$ cat src/rtl/prim_deglitch_multi_if.sv
`default_nettype none
// ============================================================================
// Module   : prim_deglitch_multi_if
// Purpose  : Control, data and pulse bundle of the multi-channel deglitcher.
// Revision : 1.0 - initial release
// ============================================================================
interface prim_deglitch_multi_if #(
    parameter int unsigned Width    = 1,
    parameter int unsigned CntWidth = 4
);
    logic                en_i;
    logic                mode_i;
    logic [CntWidth-1:0] thresh_i;
    logic [Width-1:0]    d_i;
    logic [Width-1:0]    q_o;
    logic [Width-1:0]    rise_o;
    logic [Width-1:0]    fall_o;

    modport master (
        output en_i, mode_i, thresh_i, d_i,
        input  q_o, rise_o, fall_o
    );

    modport slave (
        input  en_i, mode_i, thresh_i, d_i,
        output q_o, rise_o, fall_o
    );
endinterface
`default_nettype wire

$ cat src/rtl/prim_deglitch_multi.sv
`default_nettype none
// ============================================================================
// Module   : prim_deglitch_multi
// Purpose  : Per-channel input deglitcher, integrating or consecutive mode,
//            with registered level and single-cycle rise/fall pulses.
// Revision : 1.0 - initial release
// ============================================================================
module prim_deglitch_multi #(
    parameter int unsigned Width      = 1,
    parameter int unsigned CntWidth   = 4,
    parameter bit          AsyncOn    = 1'b0,
    parameter bit          ResetValue = 1'b0
) (
    input  logic                   clk_i,
    input  logic                   rst_ni,
    prim_deglitch_multi_if.slave   bus
);
    localparam logic [CntWidth:0]   c_one_ext = {{CntWidth{1'b0}}, 1'b1};
    localparam logic [CntWidth-1:0] c_one_cnt = {{(CntWidth-1){1'b0}}, 1'b1};

    logic [Width-1:0] w_d_s;
    logic [Width-1:0] w_q;
    logic [Width-1:0] w_rise;
    logic [Width-1:0] w_fall;
    logic [CntWidth:0] w_thr;

    // A zero threshold behaves as one; extra MSB keeps cnt+1 from wrapping.
    assign w_thr = (bus.thresh_i == '0) ? c_one_ext : {1'b0, bus.thresh_i};

    generate
        if (AsyncOn) begin : g_sync
            logic [Width-1:0] r_sync1;
            logic [Width-1:0] r_sync2;

            always_ff @(posedge clk_i or negedge rst_ni) begin
                if (!rst_ni) begin
                    r_sync1 <= {Width{ResetValue}};
                    r_sync2 <= {Width{ResetValue}};
                end else begin
                    r_sync1 <= bus.d_i;
                    r_sync2 <= r_sync1;
                end
            end

            assign w_d_s = r_sync2;
        end else begin : g_nosync
            assign w_d_s = bus.d_i;
        end

        for (genvar i = 0; i < Width; i++) begin : g_ch
            logic [CntWidth-1:0] r_cnt;
            logic                r_q;
            logic                r_rise;
            logic                r_fall;
            logic                w_mis;
            logic [CntWidth:0]   w_inc;

            assign w_mis = w_d_s[i] ^ r_q;
            assign w_inc = {1'b0, r_cnt} + c_one_ext;

            always_ff @(posedge clk_i or negedge rst_ni) begin
                if (!rst_ni) begin
                    r_cnt  <= '0;
                    r_q    <= ResetValue;
                    r_rise <= 1'b0;
                    r_fall <= 1'b0;
                end else begin
                    r_rise <= 1'b0;
                    r_fall <= 1'b0;
                    if (bus.en_i) begin
                        if (w_mis) begin
                            if (w_inc >= w_thr) begin
                                r_q    <= ~r_q;
                                r_cnt  <= '0;
                                r_rise <= ~r_q;
                                r_fall <= r_q;
                            end else begin
                                r_cnt <= w_inc[CntWidth-1:0];
                            end
                        end else if (!bus.mode_i) begin
                            if (r_cnt != '0) begin
                                r_cnt <= r_cnt - c_one_cnt;
                            end
                        end else begin
                            r_cnt <= '0;
                        end
                    end
                end
            end

            assign w_q[i]    = r_q;
            assign w_rise[i] = r_rise;
            assign w_fall[i] = r_fall;
        end
    endgenerate

    assign bus.q_o    = w_q;
    assign bus.rise_o = w_rise;
    assign bus.fall_o = w_fall;
endmodule
`default_nettype wire

$ cat src/flat_wrapper.sv
// flat-port wrapper written by rule: the top's interface ports become plain ports
module prim_deglitch_multi_flat 
#(
    parameter int unsigned Width      = 1,
    parameter int unsigned CntWidth   = 4,
    parameter bit          AsyncOn    = 1'b0,
    parameter bit          ResetValue = 1'b0
)
  (clk_i, rst_ni, bus_en_i, bus_mode_i, bus_thresh_i, bus_d_i, bus_q_o, bus_rise_o, bus_fall_o);
  prim_deglitch_multi_if #(.Width(Width), .CntWidth(CntWidth)) bus_i ();
  input  logic clk_i;
  input  logic rst_ni;
  input wire logic [$bits(bus_i.en_i)-1:0] bus_en_i;
  input wire logic [$bits(bus_i.mode_i)-1:0] bus_mode_i;
  input wire logic [$bits(bus_i.thresh_i)-1:0] bus_thresh_i;
  input wire logic [$bits(bus_i.d_i)-1:0] bus_d_i;
  output wire logic [$bits(bus_i.q_o)-1:0] bus_q_o;
  output wire logic [$bits(bus_i.rise_o)-1:0] bus_rise_o;
  output wire logic [$bits(bus_i.fall_o)-1:0] bus_fall_o;
  assign bus_i.en_i = bus_en_i;
  assign bus_i.mode_i = bus_mode_i;
  assign bus_i.thresh_i = bus_thresh_i;
  assign bus_i.d_i = bus_d_i;
  assign bus_q_o = bus_i.q_o;
  assign bus_rise_o = bus_i.rise_o;
  assign bus_fall_o = bus_i.fall_o;
  prim_deglitch_multi #(.Width(Width), .CntWidth(CntWidth), .AsyncOn(AsyncOn), .ResetValue(ResetValue)) u_core (.clk_i(clk_i), .rst_ni(rst_ni), .bus(bus_i));
endmodule
$ cat config.mk
export PLATFORM = sky130hd
export DESIGN_NAME = prim_deglitch_multi_flat
export DESIGN_NICKNAME = d
export VERILOG_FILES = /design/src/rtl/prim_deglitch_multi_if.sv /design/src/rtl/prim_deglitch_multi.sv /design/src/flat_wrapper.sv
export SDC_FILE = /design/constraint.sdc
export NUM_CORES = 1
export LEC_CHECK = 0
export BUFFER_PORTS_ARGS = -buffer_cell sky130_fd_sc_hd__buf_2
export CORE_AREA = 3 3 40 42
export CTS_CLUSTER_DIAMETER = 40
export DETAILED_ROUTE_END_ITERATION = 10
export DIE_AREA = 0 0 43 45
export PLACE_DENSITY = 0.69
export SLEW_MARGIN = 0
export SYNTH_ARGS = -nofsm -noshare
export SYNTH_HDL_FRONTEND = slang
export SYNTH_SLANG_ARGS = --single-unit
$ cat constraint.sdc
create_clock -name clk_i -period 4.1 [get_ports clk_i]
set_input_delay 0.82 -clock clk_i [delete_from_list [all_inputs] [get_ports clk_i]]
set_output_delay 0.82 -clock clk_i [all_outputs]
set_load 0.01 [all_outputs]
==> results.toml <==
[routing]
routed-wl-met2_um = 508
final_antenna_net_count = 0
first_pass_iters = 4
met1_length_um = 480
wl_met3_um = 32
top_layer_used = "met3"
drt_wl_total_um = 1020
drc = 0
wl_per_cell_um = 11.5
drt_iter0_drc = 14
via_count = 480
viasPerCell = 5.39

[setup_path]
critPathRequiredTime_ns = 4.23
cp_slowest_cell = "a211oi_1"
critical_path.top_delay_family = "compound AO/OA/AOI/OAI gates"
critPathKind = "primary input to flip-flop"
cp_num_buf_inv = 2
r2r_start = "u_core.g_ch[0].r_cnt[0]"
cp-start-kind = "primary input"
timing.rr.end = "u_core.bus.fall_o"
worstPathMaxFanout = 4
worstSetupEndpointType = "flip-flop"
reg2reg_slack_ns = 1.95
cp_cell_sequence = "buf_2 -> inv_1 -> a31o_2 -> ha_1 -> nand2b_1 -> a211oi_1 -> o22ai_2 -> and2_1"
critical-path-max-stage-delay_ns = 0.49
ff2ff_path_depth = 6
crit_arrival_ns = 2.45

[clocking]
clk_latency_ns = 0.25
path_clk_slew_ns = 0.05
h-tree-depth = 1
ctsLongestPathBuffers = 2
post_cts_buffers = 0
post_cts_resized = 0
cts_tree = "yes"
cts_root_buf = "clkbuf_4"
cts_buffers = 3
cts.hold.buffers_added = 0
cts.sinks = 7

[timing]
final.setup.worst_slack_ns = 1.78
fin_crit_ns = 2.32
period_share_pct = 56.6
tightest_slew_ns = 0.883
whs_ns = 0.391
clock_skew_ns = 0.00584
worst_slew_margin_rel_pct = 41.0
final_max_slew_viol_count = 0
rsz0062_at_grt = "false"
hold_viol_final = 0
setup_violations = 0
fin_tns_setup_ns = 0
fmax_ghz = 0.431

[logic_synthesis]
synth_commonest_cells = "dfrtp_1, ha_1, inv_1, nor2_1"
synth_top_cell_area_share_pct = 30.2
synth_edf_count = 0
synth_seq_cells = 7
netlist_area_um2 = 579
synth_flop_cell = "dfrtp_1"
yosysMostFrequentCell = "dfrtp_1"
synth.area.top_cells = "dfrtp_1, ha_1, xor2_1, o31ai_1, inv_1"
synth_cell_types = 30
synth_fp_nets = 76
yosysSeqAreaShare_pct = 30.2
synthArstFlopShare_pct = 100
synthCells = 61
syn_area_per_cell_um2 = 9.50
yosys_warnings = 0
yosys.area.top_type = "dfrtp_1"

[pwr]
p_sw_share_pct = 44.6
power.total_w = 0.000423
p_switching_w = 0.000189
vdd_ir_drop_max_v = 0.000310
clkPwrFrac_pct = 14.3
pwr-share-seq_pct = 29.8
pwr-share-comb_pct = 55.9
power.internal_w = 0.000235
p_leak_nw = 0.313
powerDensity_mw_per_mm2 = 641

[hold_path]
hold_path.class = "primary input to asynchronous set/reset pin"

[die]
die_area_mm2 = 0.00194
start_util_pct = 45.1
die_x_um = 43
die_height_um = 45
core_area_mm2 = 0.00128
std_cell_rows = 13
io_pins = 12

[placed_design]
dp_slack_ns = 1.55
io_buffers = 11
hpwl_um = 826
gp_congestion = 0.777

[grt]
grt_pass1_vias = 450
grt_pass1_wl_um = 1790
grt_overflow = 0
antenna_found_initial = 0
grt_max_degree = 12
grt_use_total_pct = 11.9

[layout]
fillerInstances = 120
drive_above_1_share_pct = 24.3
syn_to_final_growth_pct = 14.0
finalNetCount = 90
insertedDiodeCount = 0

[outcome]
outcome = "completed"

[job]
cap_violations = 0
how the worst max path moves through the flow:
stage	from	to	slack, ns	cells after the start
floorplan	bus_thresh_i[2]	u_core.bus.fall_o	1.75	7
global placement	bus_thresh_i[2]	u_core.bus.fall_o	1.57	8
detailed placement	bus_thresh_i[2]	u_core.bus.fall_o	1.55	8
CTS	bus_thresh_i[2]	u_core.bus.fall_o	1.79	8
global route	bus_thresh_i[2]	u_core.g_ch[0].r_cnt[1]	1.65	8
finish	bus_thresh_i[2]	u_core.bus.fall_o	1.78	8
metal layers:
metal | up-vias | GRT usage, %
li1 | 249 | -
met3 | 0 | 2.79
met2 | 6 | 19.5
met5 | - | 0
met1 | 225 | 15.8
met4 | 0 | 3.61
layout make-up:
cell class | count | area (um^2) | area share, %
clock buffers | 4 | 26.3 | 3.98
flip-flops and latches | 7 | 175 | 26.5
repair buffers | 11 | 55.1 | 8.33
inverters | 5 | 18.8 | 2.84
multi-input cells | 47 | 367 | 55.5
well taps | 15 | 18.8 | 2.84
registers in the layout (all words and copies together), names as in the netlist:
name / flops
u_core.g_ch.r_cnt: 4
u_core.bus.q_o: 1
u_core.bus.fall_o: 1
u_core.bus.rise_o: 1
metrics by stage:
stage,instances,cell area [um^2],util (%)
after floorplan,61,579,-
after global placement,85,634,49.4
after detailed placement,85,634,49.4
after CTS,89,661,51.4
after global routing,89,661,51.4
final,89,661,51.4
power by group through the flow:
| stage | sequential [W] | clock (W) | combinational, W |
|---|---|---|---|
| 2_1_floorplan | 0.000121 | 0 | 0.000203 |
| 3_3_place_gp | 0.000126 | 0 | 0.000235 |
| 3_5_place_dp | 0.000127 | 0 | 0.000237 |
| 4_1_cts | 0.000126 | 0.0000616 | 0.000238 |
| 5_1_grt | 0.000131 | 0.0000651 | 0.000273 |
| 6_report | 0.000126 | 0.0000606 | 0.000237 |
placed cells by master (no fill, tap or decap), drive strengths merged, types with 2 or more instances in the layout:
cell type | netlist | final
buf | 2 | 11
dfrtp | 7 | 7
ha | 6 | 6
inv | 5 | 5
nor2 | 4 | 4
clkbuf | 0 | 4
o21ai | 4 | 4
xor2 | 3 | 3
o31ai | 3 | 3
nor3 | 3 | 3
xnor2 | 2 | 2
nand2b | 2 | 2
o2111ai | 2 | 2
nor2b | 2 | 2
a21oi | 2 | 2
a22oi | 2 | 2
kinds of logic (layout without fill, tap and decap cells):
group                    count (synthesis)  in the layout  synth area share [%]
buffers and inverters                    7             20                  6.48
adder cells (fa/ha/maj)                  6              6                  13.0
multiplexers                             1              1                  1.73
XOR/XNOR                                 5              5                  7.56
flip-flops                               7              7                  30.2
AND/OR/NAND/NOR                         17             17                  17.1
AO/OA/AOI/OAI                           18             18                  24.0
No activity file was read; power rests on OpenSTA's default activity.
